<file path="src/rtl/exc_pkg.sv">
// exc_pkg: shared exception-request types and constants.
package exc_pkg;
    localparam int EST_W = 4;
    localparam logic [EST_W-1:0] EST_NONE = 4'h0;
    localparam logic [63:0] EXC_VECTOR = 64'hd8;

    typedef enum logic [1:0] {IDLE, REQ, SERVICE} state_t;
endpackage

</file>
<file path="src/rtl/exc_request_ctrl_if.sv">
// exc_request_ctrl_if: event inputs and exception request handshake of the request controller.
interface exc_request_ctrl_if #(parameter int NSRC = 4);
    import exc_pkg::*;
    logic [NSRC-1:0] src;
    logic [NSRC-1:0] mask_d;
    logic [NSRC-1:0] pending;
    logic mask_we;
    logic ExcAck;
    logic ERet;
    logic Exc;
    logic busy;
    logic [EST_W-1:0] EStatus;

    modport master (input src, mask_we, mask_d, ExcAck, ERet, output Exc, EStatus, busy, pending);
    modport slave (output src, mask_we, mask_d, ExcAck, ERet, input Exc, EStatus, busy, pending);
endinterface

</file>
<file path="src/rtl/prio_enc.sv">
// prio_enc: lowest-index-first priority encoder with valid flag.
module prio_enc
    import exc_pkg::*;
#(
    parameter int N = 4
) (
    input  logic [N-1:0]     req,
    output logic [EST_W-1:0] idx,
    output logic             valid
);
    always_comb begin
        idx = '0;
        for (int i = N - 1; i >= 0; i--)
            if (req[i]) idx = EST_W'(i);
        valid = |req;
    end
endmodule

</file>
<file path="src/rtl/exc_request_ctrl.sv">
// exc_request_ctrl: captures and masks event sources, raises one prioritised exception
// request at a time and blocks further requests until the handler returns.
module exc_request_ctrl
    import exc_pkg::*;
#(
    parameter int NSRC = 4,
    parameter bit EDGE = 1'b1
) (
    input logic clk,
    input logic reset,
    exc_request_ctrl_if.master bus
);
    state_t state, state_n;
    logic [NSRC-1:0] pending, mask, src_q, hit, clr;
    logic [EST_W-1:0] sel, sel_n, win, est, est_n;
    logic exc, exc_n, busy, win_v;

    prio_enc #(.N(NSRC)) u_prio (.req(pending & mask), .idx(win), .valid(win_v));

    assign hit = EDGE ? bus.src & ~src_q : bus.src;

    // Only the acknowledged source is cleared; a same-cycle new event still sets it.
    always_comb begin
        clr = '0;
        for (int i = 0; i < NSRC; i++)
            clr[i] = state == REQ && bus.ExcAck && sel == EST_W'(i);
    end

    always_comb begin
        state_n = state;
        sel_n = sel;
        exc_n = exc;
        est_n = est;
        case (state)
            IDLE: if (win_v) begin
                state_n = REQ;
                sel_n = win;
                exc_n = 1'b1;
                est_n = win + EST_W'(1);
            end
            REQ: if (bus.ExcAck) begin
                state_n = SERVICE;
                exc_n = 1'b0;
            end
            SERVICE: if (bus.ERet) begin
                state_n = IDLE;
                est_n = EST_NONE;
            end
            default: state_n = IDLE;
        endcase
    end

    always_ff @(posedge clk or negedge reset)
        if (!reset) begin
            state <= IDLE;
            sel <= '0;
            exc <= 1'b0;
            est <= EST_NONE;
            busy <= 1'b0;
            pending <= '0;
            mask <= '1;
            src_q <= '0;
        end else begin
            state <= state_n;
            sel <= sel_n;
            exc <= exc_n;
            est <= est_n;
            busy <= state_n != IDLE;
            pending <= (pending & ~clr) | hit;
            mask <= bus.mask_we ? bus.mask_d : mask;
            src_q <= bus.src;
        end

    assign bus.Exc = exc;
    assign bus.EStatus = est;
    assign bus.busy = busy;
    assign bus.pending = pending;
endmodule
</file>
<file path="src/flat_wrapper.sv">
// flat-port wrapper written by rule: the top's interface ports become plain ports
module exc_request_ctrl_flat import exc_pkg::*;
#(
    parameter int NSRC = 4,
    parameter bit EDGE = 1'b1
)
  (clk, reset, bus_src, bus_mask_we, bus_mask_d, bus_ExcAck, bus_ERet, bus_Exc, bus_EStatus, bus_busy, bus_pending);
  exc_request_ctrl_if #(.NSRC(NSRC)) bus_i ();
  input logic clk;
  input logic reset;
  input wire logic [$bits(bus_i.src)-1:0] bus_src;
  input wire logic [$bits(bus_i.mask_we)-1:0] bus_mask_we;
  input wire logic [$bits(bus_i.mask_d)-1:0] bus_mask_d;
  input wire logic [$bits(bus_i.ExcAck)-1:0] bus_ExcAck;
  input wire logic [$bits(bus_i.ERet)-1:0] bus_ERet;
  output wire logic [$bits(bus_i.Exc)-1:0] bus_Exc;
  output wire logic [$bits(bus_i.EStatus)-1:0] bus_EStatus;
  output wire logic [$bits(bus_i.busy)-1:0] bus_busy;
  output wire logic [$bits(bus_i.pending)-1:0] bus_pending;
  assign bus_i.src = bus_src;
  assign bus_i.mask_we = bus_mask_we;
  assign bus_i.mask_d = bus_mask_d;
  assign bus_i.ExcAck = bus_ExcAck;
  assign bus_i.ERet = bus_ERet;
  assign bus_Exc = bus_i.Exc;
  assign bus_EStatus = bus_i.EStatus;
  assign bus_busy = bus_i.busy;
  assign bus_pending = bus_i.pending;
  exc_request_ctrl #(.NSRC(NSRC), .EDGE(EDGE)) u_core (.clk(clk), .reset(reset), .bus(bus_i));
endmodule
</file>
<file path="config.mk">
export PLATFORM = sky130hd
export DESIGN_NAME = exc_request_ctrl_flat
export DESIGN_NICKNAME = d
export VERILOG_FILES = /design/src/rtl/exc_pkg.sv /design/src/rtl/exc_request_ctrl_if.sv /design/src/rtl/prio_enc.sv /design/src/rtl/exc_request_ctrl.sv /design/src/flat_wrapper.sv
export SDC_FILE = /design/constraint.sdc
export NUM_CORES = 1
export LEC_CHECK = 0
export CORE_ASPECT_RATIO = 1.5
export CORE_MARGIN = 5
export CORE_UTILIZATION = 41
export DETAILED_ROUTE_END_ITERATION = 7
export DONT_BUFFER_PORTS = 1
export GPL_ROUTABILITY_DRIVEN = 0
export PLACE_DENSITY = 0.57
export REMOVE_ABC_BUFFERS = 1
export SLEW_MARGIN = 20
export SYNTH_ARGS = -nofsm -noshare
export SYNTH_HDL_FRONTEND = slang
export SYNTH_HIERARCHICAL = 1
export SYNTH_SLANG_ARGS = --single-unit
</file>
<file path="constraint.sdc">
create_clock -name clk -period 2.56 [get_ports clk]
set_clock_uncertainty 0.15 [all_clocks]
set_input_delay 0.384 -clock clk [delete_from_list [all_inputs] [get_ports clk]]
set_output_delay 0.384 -clock clk [all_outputs]
set_load 0.1 [all_outputs]
</file>
==> key figures <==
Drt
  – DR iter-0 viols: 7
  – Via count: 719
  – WL/cell: 14.0 µm
  – Detailed-route DRC error count: 0
  – Routed wire length: 2060 µm
  – Total iterations of the first detailed-routing run: 4
  – DR vias/cell: 4.89
  – Final antenna-violating net count: 0

Clocking
  – CTS tree: yes
  – Hold-fix buffers, CTS: 5
  – Clock transition at the registers of the reported paths: 80 ps
  – CTS Root Cell: clkbuf_8
  – CTS Buf Count: 3
  – CTS H-tree depth: 1
  – Clk_lat worst skew: 260 ps
  – Number of post-CTS setup repair buffers: 0
  – Clk buf depth: 2
  – Clk sink count: 24
  – CTS-repair resized insts: 0

Placed design
  – Post-DP HPWL: 1540 µm
  – Cell area after placement: 1190 µm²
  – I/O Buffers: 0

Cells and area
  – Layout cells sized above 1: 27.3%
  – Nets: 125
  – Synthesis-to-layout area growth: 17.1%
  – Final antenna diode count: 0
  – Final instance area: 1300 µm²

Critical path
  – Critical Path Sink Type: flop
  – Critical Path, Cell by Cell: and2_1 > nor2_1 > nand2_1 > nand2b_2 > nor2_4 > mux2_2
  – Slowest cell on crit path: dfstp_2
  – Critical path buffers and inverters: 0
  – Worst path required time: 2560 ps
  – CP max FO: 6
  – Max incr delay on CP: 530 ps
  – Cell count along the critical path: 6
  – CP Class: reg2reg
  – Reg2Reg Depth: 6
  – Data arrival time of the critical path: 1860 ps
  – Crit-path leading delay family: simple AND/OR/NAND/NOR gates
  – Crit start category: flop

Synthesis
  – Area fraction of the dominant cell type after synthesis: 45.1%
  – Yosys reg bits: 24
  – Synth area leader: dfrtp_1
  – Unique masters post-synth: 34
  – FFs w/ async S/R, synth: 100%
  – Netlist Area Pre-Place: 1110 µm²
  – Number of synthesized flops with an enable pin: 0
  – Mapped Cells: 95
  – Synth top area cells: dfrtp_1 45%, dfstp_2 9.5%, mux2_2 8.1%
  – Synthesis Warnings: 6
  – Seq/Total Area, Yosys: 54.6%
  – Ys flop type: dfrtp_1
  – Synth Area per Inst: 11.7 µm²

STA
  – RSZ-0062 raised after global routing: false
  – Least-Margin Pin Slew: 894 ps
  – Rel. slew slack: 40.4%
  – Final period util: 72.7%
  – Pins Over Slew Limit: 0
  – Minimum clock period: 1860 ps
  – Final setup viols: 0
  – Hold Fails Final Rpt: 0
  – Setup TNS: 0 ps
  – Fmax achieved: 538 MHz

Die
  – Die ar.: 3870 µm²
  – Top Ports: 23
  – Core ar.: 2650 µm²
  – Die X: 52.5 µm
  – Starting Density: 41.9%
  – Die H: 73.7 µm
  – Rows: 23

Outcome
  – Status: complete, no violations

Power
  – P per Cell Area: 1310 nW/µm²
  – VDD IR max: 0.000598 V
  – Total power: 1.70 mW
  – Lkg Pwr: 0.575 nW

Hold path
  – Worst min path class: in2reg
  – Hold depth: 1

Flow run
  – Max Cap Viol: 0

Global routing
  – GRT Total Usage: 12.1%
  – Initial antenna violation count: 0
  – Grt total ovfl: 0
  – Largest net degree at the start of global routing: 25
  – Vias in the first global route: 772
  – Global-route wire length before repair: 3490 µm
[sequential cells by signal (all words and copies together), names as in the netlist]
signal              count
u_core/bus.EStatus      4
u_core/bus.Exc          1
u_core/bus.busy         1
u_core/bus.pending      4
u_core/mask             4
u_core/sel              4
u_core/src_q            4
u_core/state            2
[path summary, 6_finish.rpt]
path,startpoint,end,slack [ps]
max,u_core/mask[0],u_core/sel[1],700
min,bus_src[2],u_core/bus.pending[2],110
max reg2reg,u_core/mask[0],u_core/sel[1],700
min reg2reg,u_core/src_q[1],u_core/bus.pending[1],410
max in group asynchronous,reset,u_core/mask[1],1390
min in group asynchronous,reset,u_core/state[1],490
[layout by cell type (no fill, tap or decap), types with 2 or more instances in the layout]
cell,netlist,routed
dfrtp_1,20,20
dfstp_2,4,4
nor2_1,5,5
mux2_2,8,8
conb_1,1,2
nand2b_1,2,2
clkbuf_8,0,4
buf_4,4,8
inv_1,8,8
o21ai_0,6,6
and2_1,4,4
nor2b_1,2,2
dlygate4sd3_1,0,5
nand2_1,2,2
a2bb2oi_1,2,2
nand3_1,3,3
a22o_1,5,5
[routing by layer]
layer	track usage (%)	part of all wire [%]
met5	0	0
met4	5.97	0.82
met3	2.84	4.5
met2	19.8	52
met1	14.8	43
[where the power goes]
| part | leakage [nW] | switching, mW | total (mW) | internal (mW) |
|---|---|---|---|---|
| registers | 0.269 | 0.227 | 0.722 | 0.495 |
| clock network | 0.0288 | 0.112 | 0.249 | 0.137 |
| logic | 0.277 | 0.491 | 0.727 | 0.236 |
| total | 0.575 | 0.830 | 1.70 | 0.868 |
[cell type report]
class	instances	area (µm²)
fillers	261	1350
multi-input cells	60	448
repair buffers	14	115
inverters	8	30.0
flip-flops and latches	24	606
clock buffers	4	55.1
well taps	37	46.3
[through the flow]
stage	cells	setup slack, ps	util [%]	hold slack (ps)
final	147	700	49.1	111
after global routing	147	511	49.1	88.8
after CTS	146	695	48.9	97.2
after detailed placement	137	709	44.9	-60.9
after global placement	137	719	44.9	-60.9
after floorplan	92	315	-	-61.6
[logic make-up after synthesis]
kind of cell | Yosys count | synth area share (%)
simple gates | 27 | 15.8
flops | 24 | 54.6
compound gates | 19 | 12.2
buf+inv | 12 | 5.41
mux | 9 | 9.02
xor+xnor | 2 | 1.58
fa+ha+maj | 1 | 1.13
other cells | 1 | 0.338
[synthesized netlist by cell type (2+ instances only)]
| cell | count |
|---|---|
| buf_4 | 4 |
| dfrtp_1 | 20 |
| mux2_2 | 8 |
| and2_1 | 4 |
| nor2b_1 | 2 |
| nand2b_1 | 2 |
| nor2_1 | 5 |
| nand3_1 | 3 |
| inv_1 | 8 |
| nand2_1 | 2 |
| o21ai_0 | 6 |
| dfstp_2 | 4 |
| a2bb2oi_1 | 2 |
| a22o_1 | 5 |
No activity file was read; power rests on OpenSTA's default activity.
